<file path="src/rtl/mem_access_unit_pkg.sv">
// rtl/mem_access_unit_pkg.sv - opcode constants, access sizes and decode helpers for the load/store unit
package mem_access_unit_pkg;

    localparam logic [5:0] OP_LB  = 6'h20;
    localparam logic [5:0] OP_LH  = 6'h21;
    localparam logic [5:0] OP_LW  = 6'h23;
    localparam logic [5:0] OP_LBU = 6'h24;
    localparam logic [5:0] OP_LHU = 6'h25;
    localparam logic [5:0] OP_SB  = 6'h28;
    localparam logic [5:0] OP_SH  = 6'h29;
    localparam logic [5:0] OP_SW  = 6'h2B;

    typedef enum logic [1:0] {
        SZ_BYTE = 2'd0,
        SZ_HALF = 2'd1,
        SZ_WORD = 2'd2,
        SZ_NONE = 2'd3
    } acc_size_t;

    // SZ_NONE marks every opcode that is not a memory access
    function automatic acc_size_t op_size(input logic [5:0] op);
        case (op)
            OP_LB, OP_LBU, OP_SB: op_size = SZ_BYTE;
            OP_LH, OP_LHU, OP_SH: op_size = SZ_HALF;
            OP_LW, OP_SW:         op_size = SZ_WORD;
            default:              op_size = SZ_NONE;
        endcase
    endfunction

    function automatic logic is_store(input logic [5:0] op);
        is_store = (op == OP_SB) || (op == OP_SH) || (op == OP_SW);
    endfunction

    function automatic logic is_signed_load(input logic [5:0] op);
        is_signed_load = (op == OP_LB) || (op == OP_LH);
    endfunction

    // Natural alignment: halfwords on even bytes, words on word boundaries
    function automatic logic is_aligned(input acc_size_t sz, input logic [1:0] off);
        case (sz)
            SZ_BYTE: is_aligned = 1'b1;
            SZ_HALF: is_aligned = ~off[0];
            SZ_WORD: is_aligned = (off == 2'b00);
            default: is_aligned = 1'b0;
        endcase
    endfunction

endpackage

</file>
<file path="src/rtl/mem_access_unit_if.sv">
// rtl/mem_access_unit_if.sv - word-wide req/ack memory bus between the load/store unit and memory
interface mem_access_unit_if;
    logic        mem_req;
    logic        mem_we;
    logic [29:0] mem_addr;
    logic [3:0]  mem_be;
    logic [31:0] mem_wdata;
    logic        mem_ack;
    logic [31:0] mem_rdata;

    modport master (
        output mem_req, mem_we, mem_addr, mem_be, mem_wdata,
        input  mem_ack, mem_rdata
    );

    modport slave (
        input  mem_req, mem_we, mem_addr, mem_be, mem_wdata,
        output mem_ack, mem_rdata
    );
endinterface

</file>
<file path="src/rtl/mem_lane_align.sv">
// rtl/mem_lane_align.sv - big-endian byte-lane enables, store replication and load extract/extend
module mem_lane_align
    import mem_access_unit_pkg::*;
(
    input  logic [5:0]  opcode,
    input  logic [1:0]  off,
    input  logic [31:0] wdata,
    input  logic [31:0] mem_rdata,
    output logic [3:0]  be,
    output logic [31:0] store_data,
    output logic [31:0] load_data
);

    logic [7:0]  byte_sel;
    logic [15:0] half_sel;
    logic        sext;

    // Lane 0 is bits[31:24]; pick the addressed lane(s) and extend as the opcode asks
    always_comb begin
        be         = 4'b0000;
        store_data = 32'h0;
        load_data  = 32'h0;
        sext       = is_signed_load(opcode);
        half_sel   = off[1] ? mem_rdata[15:0] : mem_rdata[31:16];
        case (off)
            2'd0:    byte_sel = mem_rdata[31:24];
            2'd1:    byte_sel = mem_rdata[23:16];
            2'd2:    byte_sel = mem_rdata[15:8];
            default: byte_sel = mem_rdata[7:0];
        endcase
        case (op_size(opcode))
            SZ_BYTE: begin
                be         = 4'b1000 >> off;
                store_data = {4{wdata[7:0]}};
                load_data  = {{24{sext & byte_sel[7]}}, byte_sel};
            end
            SZ_HALF: begin
                be         = off[1] ? 4'b0011 : 4'b1100;
                store_data = {2{wdata[15:0]}};
                load_data  = {{16{sext & half_sel[15]}}, half_sel};
            end
            SZ_WORD: begin
                be         = 4'b1111;
                store_data = wdata;
                load_data  = mem_rdata;
            end
            default: begin
                be         = 4'b0000;
            end
        endcase
    end

endmodule

</file>
<file path="src/rtl/mem_access_unit.sv">
// rtl/mem_access_unit.sv - load/store unit running one word transaction per request over req/ack
module mem_access_unit
    import mem_access_unit_pkg::*;
#(
    parameter int unsigned TIMEOUT = 255
) (
    input  logic                    clk,
    input  logic                    rst,
    input  logic                    start,
    input  logic [5:0]              opcode,
    input  logic [31:0]             addr,
    input  logic [31:0]             wdata,
    output logic                    busy,
    output logic                    done,
    output logic [31:0]             rdata,
    output logic                    misalign,
    output logic                    bus_err,
    mem_access_unit_if.master       mem
);

    localparam int CNT_W = $clog2(TIMEOUT + 1);

    localparam logic [1:0] S_IDLE = 2'd0;
    localparam logic [1:0] S_REQ  = 2'd1;
    localparam logic [1:0] S_RESP = 2'd2;

    logic [1:0]       state;
    logic [5:0]       op_q;
    logic [1:0]       off_q;
    logic [29:0]      addr_q;
    logic [3:0]       be_q;
    logic [31:0]      wdata_q;
    logic             we_q;
    logic [CNT_W-1:0] wait_cnt;
    logic             misalign_q;
    logic             bus_err_q;
    logic [31:0]      rdata_q;

    logic [5:0]       la_op;
    logic [1:0]       la_off;
    logic [3:0]       la_be;
    logic [31:0]      la_store;
    logic [31:0]      la_load;

    // In IDLE the aligner decodes the incoming request; afterwards it extracts using the latched one
    assign la_op  = (state == S_IDLE) ? opcode     : op_q;
    assign la_off = (state == S_IDLE) ? addr[1:0]  : off_q;

    mem_lane_align u_lane_align (
        .opcode     (la_op),
        .off        (la_off),
        .wdata      (wdata),
        .mem_rdata  (mem.mem_rdata),
        .be         (la_be),
        .store_data (la_store),
        .load_data  (la_load)
    );

    assign busy          = (state != S_IDLE);
    assign done          = (state == S_RESP);
    assign misalign      = done & misalign_q;
    assign bus_err       = done & bus_err_q;
    assign rdata         = done ? rdata_q : 32'h0;
    assign mem.mem_req   = (state == S_REQ);
    assign mem.mem_we    = we_q;
    assign mem.mem_addr  = addr_q;
    assign mem.mem_be    = be_q;
    assign mem.mem_wdata = wdata_q;

    // Request FSM: accept, wait for ack or timeout, then pulse done for one cycle
    always_ff @(posedge clk or posedge rst) begin
        if (rst) begin
            state      <= S_IDLE;
            op_q       <= 6'h0;
            off_q      <= 2'b00;
            addr_q     <= 30'h0;
            be_q       <= 4'h0;
            wdata_q    <= 32'h0;
            we_q       <= 1'b0;
            wait_cnt   <= '0;
            misalign_q <= 1'b0;
            bus_err_q  <= 1'b0;
            rdata_q    <= 32'h0;
        end else begin
            case (state)
                S_IDLE: begin
                    if (start && (op_size(opcode) != SZ_NONE)) begin
                        op_q       <= opcode;
                        off_q      <= addr[1:0];
                        addr_q     <= addr[31:2];
                        be_q       <= la_be;
                        wdata_q    <= la_store;
                        we_q       <= is_store(opcode);
                        wait_cnt   <= '0;
                        bus_err_q  <= 1'b0;
                        rdata_q    <= 32'h0;
                        if (is_aligned(op_size(opcode), addr[1:0])) begin
                            misalign_q <= 1'b0;
                            state      <= S_REQ;
                        end else begin
                            misalign_q <= 1'b1;
                            state      <= S_RESP;
                        end
                    end
                end
                S_REQ: begin
                    if (mem.mem_ack) begin
                        if (!we_q) begin
                            rdata_q <= la_load;
                        end
                        state <= S_RESP;
                    end else if (wait_cnt == CNT_W'(TIMEOUT - 1)) begin
                        bus_err_q <= 1'b1;
                        state     <= S_RESP;
                    end else begin
                        wait_cnt <= wait_cnt + CNT_W'(1);
                    end
                end
                default: begin
                    state <= S_IDLE;
                end
            endcase
        end
    end

endmodule

</file>
<file path="src/flat_wrapper.sv">
// flat-port wrapper written by rule: the top's interface ports become plain ports
module mem_access_unit_flat import mem_access_unit_pkg::*;
#(
    parameter int unsigned TIMEOUT = 255
)
  (clk, rst, start, opcode, addr, wdata, busy, done, rdata, misalign, bus_err, mem_mem_req, mem_mem_we, mem_mem_addr, mem_mem_be, mem_mem_wdata, mem_mem_ack, mem_mem_rdata);
  mem_access_unit_if mem_i ();
  input  logic clk;
  input  logic rst;
  input  logic start;
  input  logic [5:0] opcode;
  input  logic [31:0] addr;
  input  logic [31:0] wdata;
  output logic busy;
  output logic done;
  output logic [31:0] rdata;
  output logic misalign;
  output logic bus_err;
  output wire logic [$bits(mem_i.mem_req)-1:0] mem_mem_req;
  output wire logic [$bits(mem_i.mem_we)-1:0] mem_mem_we;
  output wire logic [$bits(mem_i.mem_addr)-1:0] mem_mem_addr;
  output wire logic [$bits(mem_i.mem_be)-1:0] mem_mem_be;
  output wire logic [$bits(mem_i.mem_wdata)-1:0] mem_mem_wdata;
  input wire logic [$bits(mem_i.mem_ack)-1:0] mem_mem_ack;
  input wire logic [$bits(mem_i.mem_rdata)-1:0] mem_mem_rdata;
  assign mem_mem_req = mem_i.mem_req;
  assign mem_mem_we = mem_i.mem_we;
  assign mem_mem_addr = mem_i.mem_addr;
  assign mem_mem_be = mem_i.mem_be;
  assign mem_mem_wdata = mem_i.mem_wdata;
  assign mem_i.mem_ack = mem_mem_ack;
  assign mem_i.mem_rdata = mem_mem_rdata;
  mem_access_unit #(.TIMEOUT(TIMEOUT)) u_core (.clk(clk), .rst(rst), .start(start), .opcode(opcode), .addr(addr), .wdata(wdata), .busy(busy), .done(done), .rdata(rdata), .misalign(misalign), .bus_err(bus_err), .mem(mem_i));
endmodule
</file>
<file path="config.mk">
export PLATFORM = sky130hd
export DESIGN_NAME = mem_access_unit_flat
export DESIGN_NICKNAME = d
export VERILOG_FILES = /design/src/rtl/mem_access_unit_pkg.sv /design/src/rtl/mem_access_unit_if.sv /design/src/rtl/mem_lane_align.sv /design/src/rtl/mem_access_unit.sv /design/src/flat_wrapper.sv
export SDC_FILE = /design/constraint.sdc
export NUM_CORES = 1
export LEC_CHECK = 0
export BUFFER_PORTS_ARGS = -buffer_cell sky130_fd_sc_hd__clkbuf_2
export CORE_MARGIN = 8
export CORE_UTILIZATION = 50
export CTS_CLUSTER_DIAMETER = 120
export DETAILED_ROUTE_END_ITERATION = 16
export HOLD_SLACK_MARGIN = 0.06
export PLACE_DENSITY = 0.78
export SETUP_SLACK_MARGIN = 0.05
export SYNTH_ARGS = -nofsm -noshare
export SYNTH_HDL_FRONTEND = slang
export SYNTH_SLANG_ARGS = --single-unit
</file>
<file path="constraint.sdc">
create_clock -name clk -period 4.8 [get_ports clk]
set_input_delay 0.24 -clock clk [delete_from_list [all_inputs] [get_ports clk]]
set_output_delay 0.24 -clock clk [all_outputs]
set_load 0.01 [all_outputs]
</file>
# [Word level (Yosys, flattened, before mapping)]
# Cells that the tools add are included.
[word_totals] wordCells=108 inputBits=106 register_bits=119 ram_bits=0 n_memories=0 latchBits=0 out_inout_bits=104 rom_bits=0
[op_classes] mux=35 eq_ne=33 order_cmp=0 n_reduce_logical=22 multipliers=0 div_mod_pow=0 addsub=1 n_shift=1 bitwise=5
[ops] operator="$pmux 32 s3" count=2
[ops] operator="$mux 32" count=4
[ops] operator="$eq 6x6->1 const B" count=16
[ops] operator="$pmux 32 s2" count=1
[ops] operator="$mux 8" count=3
[ops] operator="$pmux 8 s3" count=1
[ops] operator="$mux 16" count=1
[ops] operator="$mux 2" count=8
[ops] operator="$pmux 8 s2" count=1
[ops] operator="$pmux 2 s3" count=2
[ops] operator="$pmux 4 s3" count=1
[ops] operator="$reduce_and 4->1" count=3
[ops] operator="$reduce_or 3->1" count=4
[ops] operator="$logic_not 2->1" count=5
[ops] operator="$ne 2x2->1 const B" count=5
[ops] operator="$add 8x1->8 const B" count=1
[ops] operator="$eq 2x1->1 const B" count=4
[ops] operator="$eq 2x2->1 const B" count=4
[ops] operator="$eq 8x8->1 const B" count=1
[ops] operator="$mux 1" count=6
[ops] operator="$mux 6" count=1
[ops] operator="$and 1x1->1" count=4
[ops] operator="$mux 4" count=1
[ops] operator="$ne 2x1->1 const B" count=2
[ops] operator="11 further kinds" count=16

# [Longest topological paths before layout]
# Gate-level depths: netlist (run 1).
[depth] ltp_word=15 depth_mapped=11 ltp_nobuf=7

# [Cells and area by module]
# From an unflattened synthesis (run 1), not the netlist that was laid out.
[hier_totals] cells_unflattened=720 hier_area_um2=6133.4
[modules_own_cells] mod="mem_access_unit" cells_each=574 instances=1 area_per_inst_um2=5073.6 seq_area_each_um2=2977.9
[modules_own_cells] mod="mem_lane_align" cells_each=146 instances=1 area_per_inst_um2=1059.8 seq_area_each_um2=0.0

# [Worst setup path before layout (run 1)]
# Ideal clock, no wire load.
[synth_path] path_type="flip-flop to flip-flop" from="register u_core.state[0]" to="register u_core.rdata_q[13]" t_arrival_ns=2.247 required_ns=4.676 path_slack_ns=2.429 n_path_buf=4 path_stages_with_launch=12 path_cell_list="dfrtp_1 -> buf_6 -> nor2_4 -> inv_2 -> buf_6 -> mux2i_4 -> or4_1 -> clkbuf_2 -> buf_6 -> nand3_1 -> a21oi_1 -> a211o_1"
[synth_between] elab_chain_len=10
[synth_lines] item="start, declared" line_no="mem_access_unit.sv:27" text="logic [1:0] state;"
[synth_lines] item="start signal, assigned" line_no="mem_access_unit.sv:73" text="state <= S_IDLE;"
[synth_lines] item="start signal, assigned" line_no="mem_access_unit.sv:99" text="state <= S_REQ;"
[synth_lines] item="start signal, assigned" line_no="mem_access_unit.sv:102" text="state <= S_RESP;"
[synth_lines] item="$logic_not 2->1" line_no="mem_access_unit.sv:46, mem_access_unit.sv:47, mem_access_unit.sv:85"
[synth_lines] item="$mux 6" line_no="mem_access_unit.sv:46" text="assign la_op = (state == S_IDLE) ? opcode : op_q;"
[synth_lines] item="$eq 6x6->1, on equally long branches" line_no="mem_access_unit_pkg.sv:22, mem_access_unit_pkg.sv:35"
[synth_lines] item="$reduce_or 3->1 or $reduce_or 2->1 (tied branches)" line_no="mem_access_unit_pkg.sv:22" text="case (op)"
[synth_lines] item="$pmux 2 s3" line_no="mem_access_unit_pkg.sv:22"
[synth_lines] item="$eq 2x2->1 (tied with other cells)" line_no="mem_lane_align.sv:31" text="case (op_size(opcode))"
[synth_lines] item="$pmux 32 s3" line_no="mem_lane_align.sv:31"
[synth_lines] item="$mux 32" line_no="mem_access_unit.sv:108" text="if (!we_q) begin"
[synth_lines] item="$mux 32" line_no="mem_access_unit.sv:107" text="if (mem.mem_ack) begin"
[synth_lines] item="$pmux 32 s2" line_no="mem_access_unit.sv:85" text="case (state)"
[synth_lines] item="end signal, assigned" line_no="mem_access_unit.sv:109" text="rdata_q <= la_load;"
[synth_lines] item="end, declared" line_no="mem_access_unit.sv:37" text="logic [31:0] rdata_q;"
# Parallel ways exist; a longest one is shown, timed or not. The select of a mux whose other input is x is not followed.
# A chain may end at the register's enable or synchronous reset.

# [Final worst setup path (run 1)]
[layout_path] from="register u_core.state[0]" to="register u_core.rdata_q[29]"
# The elaborated chain is that of the path after synthesis.

==> metrics.txt, run 1 <==
Die Ht 123 um; vias in the first global route 5,498; port bufs 209; met2 Usage GRT 39.4%; Worst setup endpoint u_core.rdata_q[29]; status completed; R2R depth 6; Worst-Skew Late Latency 0.42 ns; IO Pins 210; EDFF count, synth 0; Starting Density 50.8%; clock skew 0.00735 ns; initial drt markers 419; fill count 840; library cells used by synthesis 55; die area 15,200 um^2; number of buffers created by CTS 17; average wire per standard cell 20.8 um; Synth Area in Simple Gates 15.0%; top-area cell type share of the netlist area 51.6%; clock root buffer clkbuf_16; Fin. Hold Viols 0; Max Cap Viol 0; Worst Max-Slew Pin Slew 1.20 ns; reg2reg end u_core.rdata_q[29]; Synthesized Nets 610; Reg clk slew, reported paths 0.06 ns; post-synth top area cell dfrtp_1; data required time at the worst endpoint 5.15 ns; GR Layer Usage met3 10.3%; Critical path origin u_core.state[0]; total of warnings raised by yosys 0; RePlAce Congestion 0.914; FMAX 305 MHz; post-synthesis xor/xnor area fraction 0.607%; clk sink count 119; PwrDens 418 nW/um^2; Max H-tree Level 4; DRT antenna net count 0; crit path launch type register; Mapped Area 5770 um^2; crit path DAT 3.62 ns; met1 usage 28.2%; #FFs+latches synth 119; Final Power 3260 uW; fin util 68.5%; post-layout min period 3.28 ns; r2r setup slk 1.52 ns; largest family of logic cells by synthesized area compound AO/OA/AOI/OAI gates; worst r2r src u_core.state[0]; LEAKAGE 0.00379 uW; Most Crowded Layer GR met2; TNS Setup 0 ns; Mapped Cells 502; Slew headroom 19.7%; Max VDD drop 0.285 mV; drt drc 0; Vias/cell 5.83; Hold WS 0.0699 ns; Routed WL 18,400 um; Int Pwr 2330 uW; post-route clock period utilization 68.3%; Vias 5,157; Layout area overhead 34.9%; post-synthesis mux area share 13.3%; post-synthesis area per instance 11.5 um^2; fraction of layout cells with a size suffix above 1 42.8%; post-synthesis adder-cell area fraction 0.433%; total gr overflow 0; final setup fails 0; Post-synth ARST share 100%; critical path endpoint category register; Seq pwr share 39.0%; CP max FO 27; cts repair resizes 0; largest net degree at the start of global routing 84; CTS tree done; largest cells by area after synthesis dfrtp_1 52%, mux2_2 8.6%, and2_1 3.9%, a221oi_1 3.5%, nor2_1 3.4%; fin nets 835; RSZ-0062 raised after global routing no; Seq/Total Area, Yosys 51.6%; Bufs on Longest Clock Path 2; DIE WIDTH 123 um; global-route wire length before repair 28,900 um; Core ar. 11,400 um^2; Rows 39; initial antenna violation count 1; kind of critical path register to register; worst hold path type primary input to register; Max Slew Vio Count 0; Synth Area in Compound Gates 15.4%; GRT Total Usage 24.8%; ys flop type dfrtp_1; Comb pwr share 18.8%; Switching Fraction 28.3%; net switching power 922 uW; post-detail-place hpwl 12,900 um; drt first pass iters 9; Clock power frac 42.3%
-- kinds of logic after synthesis --
kind of cell               count (synthesis)
and+or+nand+nor                          164
DFF                                      119
AOI/OAI and AO/OA                        112
muxes                                     59
buffers and inverters                     42
xor gates and xnor gates                   4
adders and majority gates                  2
-- stage by stage --
step	cell area [um^2]	cells	worst slack, ns
final	7790	884	1.52
after global routing	7790	884	1.30
after CTS	7790	883	1.52
after detailed placement	6890	825	1.54
after global placement	6890	825	1.68
after floorplan	5770	502	1.40
-- Yosys cell counts (14+ instances only) --
master,n
clkbuf_1,26
nand3_1,14
nor2_1,53
a221oi_1,23
nand2_1,24
a221o_1,16
a21oi_1,26
mux2_2,44
dfrtp_1,119
and2_1,36
-- power groups by stage --
stage | combinational (uW) | clock (uW) | sequential (uW)
2_1_floorplan | 241 | 0 | 1330
3_3_place_gp | 576 | 0 | 1270
3_5_place_dp | 590 | 0 | 1280
4_1_cts | 610 | 1390 | 1270
5_1_grt | 665 | 1430 | 1290
6_report | 611 | 1380 | 1270
-- per-layer routing --
| metal | wire, um | vias up |
|---|---|---|
| met2 | 8830 | 290 |
| met4 | 672 | 0 |
| li1 | - | 2324 |
| met3 | 2040 | 53 |
| met1 | 6890 | 2490 |
| met5 | 0 | - |
-- worst min path at each step --
stage | start | endpoint | slack, ns | cells past startpoint
floorplan | opcode[2] | u_core.op_q[2] | 0.36 | 2
global placement | rst | u_core.mem.mem_addr[22] | 0.36 | 2
detailed placement | rst | u_core.mem.mem_addr[22] | 0.38 | 2
CTS | addr[13] | u_core.mem.mem_addr[11] | 0.06 | 2
global route | addr[13] | u_core.mem.mem_addr[11] | 0.07 | 2
finish | addr[2] | u_core.mem.mem_addr[0] | 0.07 | 2
-- registers in the layout, indices dropped and copies added, names as in the netlist --
register and flops:
u_core.state 2, u_core.bus_err_q 1, u_core.off_q 2, u_core.mem.mem_we 1
u_core.rdata_q 32, u_core.op_q 6, u_core.mem.mem_addr 30, u_core.mem.mem_be 4
u_core.misalign_q 1, u_core.wait_cnt 8, u_core.mem.mem_wdata 32
-- cell usage in the layout, fill, tap and decap left out, drive strengths merged, types with 10 or more instances in the layout --
| master | n |
|---|---|
| a21oi | 26 |
| a221oi | 23 |
| a221o | 16 |
| dlygate4sd3 | 26 |
| nor2 | 54 |
| dfrtp | 119 |
| and2 | 36 |
| nand2 | 26 |
| clkbuf | 228 |
| nand3 | 14 |
| inv | 10 |
| mux2 | 45 |
-- area by class of cell --
class | count | area, um^2 | share of cell area (%)
Tap cell | 143 | 179 | 2.30
Timing Repair Buffer | 241 | 1350 | 17.3
Antenna cell | 1 | 2.50 | 0.0321
Sequential cell | 119 | 2980 | 38.2
Inverter | 7 | 28.8 | 0.369
Clock buffer | 19 | 443 | 5.69
Multi-Input combinational cell | 341 | 2610 | 33.5
Clock inverter | 13 | 195 | 2.51
-- repair_timing --
action | CTS | global route
endpoints found under the hold margin | 78 | 0
hold buffers | 26 | 0
endpoints found under the setup margin | 0 | 0
buffers inserted | 0 | 0
-- worst max-delay path, stage by stage, from the launching register on --
cell	delay [ns]
dfrtp_1	0.50
nor2_4	0.24
mux2i_2	0.55
a21boi_4	0.74
nand2_4	0.15
a2111oi_4	0.80
a221o_1	0.23
No activity file was read; power rests on OpenSTA's default activity.
==> inputs of run 2 (changes only) <==
--- a/config.mk
+++ b/config.mk
@@ -5,9 +5,10 @@
 export SDC_FILE = /design/constraint.sdc
 export NUM_CORES = 1
 export LEC_CHECK = 0
+export ABC_AREA = 1
 export BUFFER_PORTS_ARGS = -buffer_cell sky130_fd_sc_hd__clkbuf_2
 export CORE_MARGIN = 8
-export CORE_UTILIZATION = 50
+export CORE_UTILIZATION = 52
 export CTS_CLUSTER_DIAMETER = 120
 export DETAILED_ROUTE_END_ITERATION = 16
 export HOLD_SLACK_MARGIN = 0.06
==> constraint.sdc (replaced) <==
create_clock -name clk -period 3.29 [get_ports clk]
set_input_delay 0.1645 -clock clk [delete_from_list [all_inputs] [get_ports clk]]
set_output_delay 0.1645 -clock clk [all_outputs]
set_load 0.01 [all_outputs]
==> metrics.txt, run 2 <==
#FFs+latches synth 119 (unchanged); Max VDD drop 0.398 mV (+40%); kind of critical path register to register; IO Pins 210 (unchanged); Bufs on Longest Clock Path 2 (unchanged); reg2reg end u_core.mem.mem_wdata[17]; average wire per standard cell 15.3 um (-26%); LEAKAGE 0.00518 uW (+37%); most frequent cells in the layout 491 x nand2_1, 209 x clkbuf_2, 119 x dfrtp_1; library cells used by synthesis 30 (-45%); Fin. Hold Viols 0 (unchanged); Starting Density 52.5% (+1.7 points); fin nets 1,344 (+61%); FMAX 369 MHz (+21%); Design Area, Final 8960 um^2 (+15%); data required time at the worst endpoint 3.64 ns (-1.51 ns); post-synthesis xor/xnor area fraction 0.403% (-0.20 points); Placed Cells 1,327 (+61%); hold path endpoint u_core.mem.mem_wdata[28]; post-layout min period 2.71 ns (-0.565 ns); Synth Area in Simple Gates 40.5% (+25 points); PwrDens 525 nW/um^2 (+26%); drt drc 0 (unchanged); RePlAce Congestion 0.921 (+0.73%); HP Start wdata[28]; Post-CTS Setup Inserts 0 (unchanged); CP max FO 37 (+37%); die area 16,400 um^2 (+7.4%); worst r2r src u_core.state[0]; RSZ-0062 raised after global routing no; CTS tree done; clock skew 0.00813 ns (+0.000780 ns); commonest non-fill, non-tap cell in the layout nand2_1; Final Instance Count excl. Fillers 1,422 (+61%); clk sink count 119 (unchanged); Reg clk slew, reported paths 0.05 ns (about the same); fraction of layout cells with a size suffix above 1 21.5% (-21 points); post-detail-place hpwl 14,400 um (+12%); DP Worst Slack 0.692 ns (-0.851 ns); Hold WS 0.0650 ns (-0.00493 ns); Routed WL 21,800 um (+18%); area of the multi-input gates 2970 um^2 (+14%); Mapped Area 6520 um^2 (+13%); Synth Area in Compound Gates 4.07% (-11 points); placed cell areas 7690 um^2 (+12%); crit path DAT 3.06 ns (-0.56 ns); critical path endpoint category register; Core ar. 12,400 um^2 (+9.2%); Max Cap Viol 0 (unchanged); initial drt markers 671 (+60%); largest net degree at the start of global routing 120 (+43%); Die Ht 128 um (+3.7%); fill count 1,013 (+21%); initial antenna violation count 0 (-1); commonest cells in the synthesized netlist 491 x nand2_1, 119 x dfrtp_1, 100 x inv_1; drt first pass iters 7 (-2); Mapped Cells 979 (+95%); worst hold path type primary input to register; Max Slew Vio Count 0 (unchanged); DRT antenna net count 0 (unchanged); Worst-Skew Late Latency 0.42 ns (about the same); top-count cell post-synth nand2_1; status completed; final setup fails 0 (unchanged); post-route clock period utilization 82.4% (+14 points); CP Cell Sequence nor2_4 > nand3_4 > nor2_1 > nand2_1 > nand3_1 > dlygate4sd3_1; Worst Hold Depth 5 (+3); post-synthesis mux area share 0% (-13 points); GRT Total Usage 26.9% (+2.1 points); EDFF count, synth 0 (unchanged); Seq/Total Area, Yosys 45.7% (-5.9 points); largest cells by area after synthesis dfrtp_1 46%, nand2_1 28%, inv_1 5.8%, nand3_1 5.0%, nor2_1 4.8%; port bufs 209 (unchanged); post-synthesis adder-cell area fraction 0.384% (-0.050 points); Setup WS post-layout 0.578 ns (-0.945 ns); total gr overflow 0 (unchanged); clock root buffer clkbuf_16; number of buffers created by CTS 17 (unchanged); CP peak stage delay 0.69 ns (-0.11 ns); vias in the first global route 7,066 (+29%); total of warnings raised by yosys 0 (unchanged); Vias/cell 5.06 (-13%); Post-synth ARST share 100% (unchanged); r2r setup slk 0.58 ns (-0.94 ns); ys flop type dfrtp_1; DIE WIDTH 128 um (+3.7%); CP max-delay cell nor2_1; crit path launch type register; Rows 41 (+5.1%); Worst Max-Slew Pin Slew 1.01 ns (-0.194 ns); Layout area overhead 37.4%; TNS Setup 0 ns (unchanged); post-synth top area cell dfrtp_1; global-route wire length before repair 35,000 um (+21%); Vias 7,200 (+40%); Register Area 2980 um^2 (unchanged); Slew headroom 32.6% (+13 points); top-area cell type share of the netlist area 45.7% (-5.9 points); Synthesized Nets 1,087 (+78%); post-synthesis area per instance 6.66 um^2 (-42%); largest family of logic cells by synthesized area simple AND/OR/NAND/NOR gates; Max H-tree Level 4 (unchanged); R2R depth 6 (unchanged)
-- run 2: cell types whose count changed in the layout (fill, tap and decap cells not counted), sizes merged, moves of 8 or more --
cell,before,now
a221oi,23,0
a221o,16,0
inv,10,103
a21oi,26,3
dlygate4sd3,26,62
mux2,45,0
o21ai,8,38
a211o,8,0
nor2,54,89
and2,36,0
nand2,26,497
nand3,14,66
mux4,8,0
-- run 2: area by class of cell --
class,instances,share of cell area [%]
tap,172,2.40
inverter,104,4.40
clock inverter,10,1.87
antenna,1,0.0279
multi-input combinational,714,33.1
clock buffer,22,5.29
timing repair buffer,280,19.6
sequential,119,33.2
-- run 2: metrics by stage --
| stage | total power [uW] | utilization (%) |
|---|---|---|
| final | 4700 | 72.2 |
| after global routing | 4900 | 72.1 |
| after CTS | 4700 | 72.1 |
| after detailed placement | 2620 | 62.0 |
| after global placement | 2600 | 62.0 |
| after floorplan | 2230 | - |
-- run 2: worst max-delay path: cells and delay by family (launching register included) --
| family | cells | cell delay (ns) |
|---|---|---|
| DFF | 1 | 0.43 |
| and+or+nand+nor | 5 | 1.66 |
| buffers and inverters | 1 | 0.55 |
-- run 2: cells by family after synthesis --
kind of cell               Yosys count
buffers and inverters              146
AOI/OAI and AO/OA                   48
xor gates and xnor gates             3
and+or+nand+nor                    661
DFF                                119
adders and majority gates            2
-- run 2: worst max-delay path by stage --
| stage | to | slack (ns) | start | depth (start not counted) |
|---|---|---|---|---|
| 2_1_floorplan | u_core.rdata_q[16] | 1.56 | u_core.state[0] | 13 |
| 3_3_place_gp | u_core.rdata_q[9] | 0.77 | u_core.state[0] | 11 |
| 3_5_place_dp | u_core.rdata_q[8] | 0.69 | u_core.state[0] | 11 |
| 4_1_cts | u_core.mem.mem_wdata[19] | 0.58 | u_core.state[0] | 6 |
| 5_1_grt | u_core.mem.mem_wdata[17] | 0.40 | u_core.state[0] | 6 |
| 6_report | u_core.mem.mem_wdata[17] | 0.58 | u_core.state[0] | 6 |
-- run 2: per-layer routing --
layer | vias up | global-route usage [%] | share of wire [%]
met5 | - | 0 | 0
met4 | 0 | 12.1 | 2.8
met3 | 54 | 9.23 | 11
met2 | 396 | 43.4 | 48
met1 | 3274 | 31.8 | 39
li1 | 3476 | - | -
-- run 2: timing repair --
action / in CTS / in global routing
resized for setup: 0 / 0
hold buffers: 62 / 0
endpoints found under the hold margin: 177 / 0
-- run 2: power breakdown --
group	leakage, uW	switching, uW	internal [uW]	total (uW)
clock network	0.000299	672	1330	2000
logic	0.00331	538	364	902
registers	0.00158	135	1660	1800
